`config.mk`:
```
export PLATFORM = sky130hd
export DESIGN_NAME = dose_scheduler
export DESIGN_NICKNAME = d
export VERILOG_FILES = /design/src/rtl/dose_scheduler.sv
export SDC_FILE = /design/constraint.sdc
export NUM_CORES = 1
export LEC_CHECK = 0
export ABC_AREA = 1
export CAP_MARGIN = 40
export CORE_ASPECT_RATIO = 1.75
export CORE_MARGIN = 1.5
export CORE_UTILIZATION = 47
export DETAILED_ROUTE_END_ITERATION = 16
export PLACE_DENSITY = 0.72
export SETUP_SLACK_MARGIN = 0.5
export SLEW_MARGIN = 20
export SYNTH_ARGS = -nofsm -noshare
export SYNTH_HDL_FRONTEND = slang
export SYNTH_SLANG_ARGS = --single-unit
export TNS_END_PERCENT = 20
```
`constraint.sdc`:
```
create_clock -name clock -period 3.3 [get_ports clock]
set_input_delay 0.99 -clock clock [delete_from_list [all_inputs] [get_ports clock]]
set_output_delay 0.99 -clock clock [all_outputs]
set_load 0.02 [all_outputs]
```
`src/rtl/dose_scheduler.sv`:
```
// Slot-table dose scheduler: RTC matches and manual edges queue per-compartment requests, served lowest-first
// as one solenoid pulse at a time (1 clock from pending to drive, then PULSE_CYCLES on, GAP_CYCLES off).
module dose_scheduler #(
    parameter int N_CHAN       = 3,
    parameter int N_SLOTS      = 4,
    parameter int PULSE_CYCLES = 50000000,
    parameter int GAP_CYCLES   = 5000000
) (
    input  logic                       clock,
    input  logic                       reset,
    input  logic [5:0]                 seconds,
    input  logic [5:0]                 minutes,
    input  logic [4:0]                 hours,
    input  logic                       cfg_we,
    input  logic [$clog2(N_SLOTS)-1:0] cfg_slot,
    input  logic [4:0]                 cfg_hour,
    input  logic [5:0]                 cfg_min,
    input  logic [N_CHAN-1:0]          cfg_mask,
    input  logic [N_CHAN-1:0]          manual_req,
    input  logic                       clr_missed,
    output logic [N_CHAN-1:0]          gpio_port,
    output logic [N_CHAN-1:0]          pending,
    output logic [N_CHAN-1:0]          missed,
    output logic                       busy
);

    localparam int MAX_CYC = (PULSE_CYCLES > GAP_CYCLES) ? PULSE_CYCLES : GAP_CYCLES;
    localparam int CW      = $clog2(MAX_CYC + 1);
    localparam logic [CW-1:0] PULSE_LD = CW'(PULSE_CYCLES - 1);
    localparam logic [CW-1:0] GAP_LD   = CW'(GAP_CYCLES - 1);

    typedef enum logic [1:0] {S_IDLE, S_PULSE, S_GAP} state_t;

    logic [4:0]        slot_hour_q [N_SLOTS];
    logic [5:0]        slot_min_q  [N_SLOTS];
    logic [N_CHAN-1:0] slot_mask_q [N_SLOTS];
    logic [N_SLOTS-1:0] time_eq, match_q;
    logic [N_CHAN-1:0] manual_q;

    state_t            state_q, state_d;
    logic [CW-1:0]     cnt_q, cnt_d;
    logic [N_CHAN-1:0] gpio_q, gpio_d;
    logic [N_CHAN-1:0] pending_q, pending_d;
    logic [N_CHAN-1:0] missed_q, missed_d;

    logic [N_CHAN-1:0] req, drop, sel_oh, consume;
    logic              serve;

    // The edge register tracks the time comparison alone, so rewriting a slot's mask or time while the
    // RTC already sits on that second cannot produce a late trigger.
    always_comb begin
        req = manual_req & ~manual_q;
        for (int s = 0; s < N_SLOTS; s++) begin
            time_eq[s] = (hours == slot_hour_q[s]) && (minutes == slot_min_q[s]) && (seconds == 6'd0);
            if (time_eq[s] && !match_q[s]) begin
                req = req | slot_mask_q[s];
            end
        end
    end

    always_ff @(posedge clock) begin
        if (reset) begin
            for (int s = 0; s < N_SLOTS; s++) begin
                slot_hour_q[s] <= '0;
                slot_min_q[s]  <= '0;
                slot_mask_q[s] <= '0;
            end
            match_q  <= '0;
            manual_q <= '0;
        end else begin
            match_q  <= time_eq;
            manual_q <= manual_req;
            if (cfg_we) begin
                slot_hour_q[cfg_slot] <= cfg_hour;
                slot_min_q[cfg_slot]  <= cfg_min;
                slot_mask_q[cfg_slot] <= cfg_mask;
            end
        end
    end

    always_ff @(posedge clock) begin
        if (reset) begin
            state_q   <= S_IDLE;
            cnt_q     <= '0;
            gpio_q    <= '0;
            pending_q <= '0;
            missed_q  <= '0;
        end else begin
            state_q   <= state_d;
            cnt_q     <= cnt_d;
            gpio_q    <= gpio_d;
            pending_q <= pending_d;
            missed_q  <= missed_d;
        end
    end

    always_comb begin
        state_d = state_q;
        case (state_q)
            S_IDLE:  if (|pending_q) state_d = S_PULSE;
            S_PULSE: if (cnt_q == '0) state_d = S_GAP;
            S_GAP:   if (cnt_q == '0) state_d = (|pending_q) ? S_PULSE : S_IDLE;
            default: state_d = S_IDLE;
        endcase
    end

    // A gap that expires with work queued starts the next pulse directly, keeping the off-time exact.
    always_comb begin
        sel_oh  = pending_q & (~pending_q + N_CHAN'(1));
        serve   = (|pending_q) && ((state_q == S_IDLE) || ((state_q == S_GAP) && (cnt_q == '0)));
        consume = serve ? sel_oh : '0;
        cnt_d   = cnt_q;
        gpio_d  = gpio_q;
        case (state_q)
            S_PULSE: begin
                if (cnt_q == '0) begin
                    gpio_d = '0;
                    cnt_d  = GAP_LD;
                end else begin
                    cnt_d = cnt_q - CW'(1);
                end
            end
            S_GAP:   if (cnt_q != '0) cnt_d = cnt_q - CW'(1);
            default: cnt_d = cnt_q;
        endcase
        if (serve) begin
            gpio_d = sel_oh;
            cnt_d  = PULSE_LD;
        end
        drop      = req & pending_q & ~consume;
        pending_d = (pending_q & ~consume) | req;
        missed_d  = (clr_missed ? '0 : missed_q) | drop;
    end

    assign gpio_port = gpio_q;
    assign pending   = pending_q;
    assign missed    = missed_q;
    assign busy      = (state_q != S_IDLE);

endmodule

```
==> key figures <==
Power and ir drop
  – Sequential fraction of design power: 46.0%
  – Pint: between 2 and 2.5 mW
  – Static Leak: approximately 2.8 nW
  – Peak supply drop: around 0.00035 V
  – Net Switching: about 0.95 mW
  – Combinational fraction of design power: 19.5%
  – Power per cell area: 528.3 mW/mm²
  – Sw Share: between 20% and 30%
  – Clock share of power: 34.5%

Clocking
  – CTS tree: built
  – CTS Buffer Depth: 2
  – CTS Hold Bufs: 0
  – Worst skew pair latency: between 0.3 and 0.4 ns
  – Resized Gates After CTS: 0
  – Clk sinks: 100
  – Clock slew at reported path FFs: about 0.070 ns
  – CTS H-tree depth: 3
  – # Post-CTS Setup Buffers: 0
  – Root buffer cell: clkbuf_16
  – TritonCTS buffer count: 9

Worst setup path
  – Slowest cell on crit path: clkdlybuf4s50_1
  – Worst setup EP type: register
  – Critical Path Start: minutes[2]
  – Worst path cell trace: clkdlybuf4s50_1, inv_1, nand2_1, nand2_1, nor2_1, nand2_1, nor2_1, nand3_1, nor2_1, nor2_1, nand2_1, nand2_1, a21oi_1
  – Critical path class: in2reg
  – Launching point of the worst reg2reg path: cnt_q[0]$_SDFFE_PP0P_
  – CP most frequent cell: nand2_1
  – Critical Path AT: 2.81 ns
  – Req. time, crit path: around 3.6 ns
  – Reg2Reg Setup Slack: 1.13 ns
  – CP Launch Type: input port
  – Worst-path fanout max: 5
  – Crit-path max cell delay: 0.55 ns

STA
  – Setup Skew: between 0.006 and 0.007 ns
  – Final worst-path cycle share: 76.62%
  – Minimum clock period: 2.529 ns
  – Final hold vios: 0
  – RSZ-0062 raised after global routing: false
  – Setup violations, final: 0
  – Final Slew Violations: 0
  – Setup TNS: 0 ns
  – FMAX: 395.5 MHz
  – Slew @ Worst Pin: 0.5773 ns
  – Slew margin rel.: 61.16%

Global routing
  – Tot GR Track Use: 23.80%
  – Largest net degree at the start of global routing: 23
  – Number of global-route vias before repair: ~4,600
  – Initial antenna violation count: 0
  – Global-route wire length before repair: 20.71 mm
  – GR Overflow Total: 0

Final layout
  – Nets: 775
  – Commonest cells after routing, fill and taps aside: 150 x nand2_1, 150 x nor2_1, 102 x inv_1, 56 x edfxtp_1, 49 x clkdlybuf4s50_1
  – Filler cells: roughly 960
  – Antenna cells: 0
  – Layout Area Growth over Synthesis: 19.08%
  – Layout cells sized above 1: 7.848%
  – Post-route cell area: about 0.0062 mm²

Logic synthesis
  – #FFs+latches synth: 100
  – Mapped Nets: 718
  – Mapped Cells: 677
  – Sequential area share after synthesis: 49.03%
  – Post-synth cell types: 33
  – Yosys top cell area share: 32.18%
  – Mean post-synth cell area: 7.720 µm²
  – Post-synth top area cell: edfxtp_1
  – Top area cells in the synthesized netlist: edfxtp_1 32%, dfxtp_1 17%, nand2_1 11%
  – Synthesis Warnings: 0
  – Post-synthesis cell area: 0.005226 mm²

Drt
  – Wire per inst: 14.97 µm
  – Total number of vias: about 4,500
  – Drt first pass iters: 4
  – DRC violations left: 0
  – DRT iter0 DRCs: 233
  – DR vias/cell: about 5.2
  – Routed WL: approximately 13 mm
  – Antenna Nets Post-Route: 0

Flow run
  – Max Cap Violations: 0

Floorplan
  – CORE AREA: 0.01076 mm²
  – Die area: 0.01179 mm²
  – Initial Utilization: 48.57%
  – IO Count: 50
  – Site Rows: 50
  – Die Ht: 142.5 µm
  – Die X: 82.71 µm

Hold path
  – Hold Crit Start: gpio_port[0]$_SDFFE_PP0P_
  – Worst Hold Class: reg2reg

Placement
  – Routability cong.: 0.9286
  – Dpl hpwl: just under 10 mm
  – Area after DPL: 0.005899 mm²
  – Port bufs: 49

Outcome
  – Status: complete, no violations
cells in the mapped netlist:
master      n
nand3b_1    1
nand2_4     4
o21ai_0    28
inv_2       4
nand3_4     1
nor3_1      5
dfxtp_1    44
nor2_2      3
nand3_2     2
buf_6       3
xnor2_1    18
o211ai_1    1
xor2_1     16
o21ai_4     1
nand3_1    19
ha_1        1
a21boi_0    1
nor2_1    150
a31oi_1     3
nand2_2     7
inv_1     102
a21boi_1    1
o21ai_1     1
nor3b_2     1
edfxtp_1   56
nand2_1   150
or2_2       5
buf_1       2
a21oi_1    18
nor2_4      4
clkbuf_1    9
nand4_1    13
nor4_1      3
power groups by stage:
stage | Sequential [mW] | Combinational [mW] | Clock, mW
CTS | 1.51 | 0.642 | 1.15
floorplan | 1.52 | 0.444 | 0
detailed placement | 1.54 | 0.635 | 0
global placement | 1.53 | 0.618 | 0
global route | 1.52 | 0.717 | 1.20
finish | 1.51 | 0.642 | 1.13
metrics by stage:
| stage | setup slack (ns) | total power, mW | util, % | cells | hold slack, ns |
|---|---|---|---|---|---|
| finish | 0.7714 | 3.288 | 57.84 | 869 | 0.4531 |
| global route | 0.5303 | 3.442 | 57.84 | 869 | 0.5071 |
| CTS | 0.8163 | 3.299 | 57.84 | 869 | 0.4509 |
| detailed placement | 0.4559 | 2.171 | 54.83 | 853 | 0.4366 |
| global placement | 0.5018 | 2.149 | 54.83 | 853 | 0.4386 |
| floorplan | 0.9378 | 1.961 | - | 677 | 0.4752 |
path summary, 6_finish.rpt:
kind,endpoint,depth (start not counted)
hold reg to reg,gpio_port[0]$_SDFFE_PP0P_,2
setup reg to reg,cnt_q[7]$_SDFFE_PP0P_,13
hold / removal,gpio_port[0]$_SDFFE_PP0P_,2
setup / recovery,missed[1]$_SDFF_PP0_,13
sequential cells by signal, summed over array words and instances (netlist names):
signal       flops
cnt_q           26
slot_min_q      24
slot_hour_q     20
slot_mask_q     12
match_q          4
gpio_port        3
manual_q         3
missed           3
pending          3
state_q          2
logic make-up after synthesis:
kind of cell / after synthesis / synth area share (%)
buffers and inverters: 120 / 9.049
AO/OA/AOI/OAI: 54 / 5.602
AND/OR/NAND/NOR: 368 / 30.38
XOR/XNOR: 34 / 5.698
adder cells (fa/ha/maj): 1 / 0.2394
flip-flops: 100 / 49.03
cell type report:
cell class | count | area [µm²] | area share [%]
flip-flops and latches | 100 | 2562 | 41.17
inverters | 106 | 397.9 | 6.393
clock inverters | 6 | 95.09 | 1.528
well taps | 130 | 162.7 | 2.614
multi-input cells | 457 | 2191 | 35.20
clock buffers | 10 | 229.0 | 3.679
repair buffers | 60 | 585.6 | 9.409
per-layer routing:
| layer | up-vias | routed length (µm) | track usage [%] |
|---|---|---|---|
| li1 | 2213 | - | - |
| met2 | 115 | 7376 | 46.00 |
| met3 | 57 | 437 | 4.231 |
| met4 | 0 | 792 | 14.82 |
| met1 | 2126 | 4402 | 21.28 |
| met5 | - | 0 | 0 |
worst max-delay path, delay by kind of cell:
kind,cells,cell delay [ns]
AND/OR/NAND/NOR,10,1.03
AO/OA/AOI/OAI,1,0.12
buffers and inverters,2,0.66
Note: power is estimated with default switching activity, not from simulation.
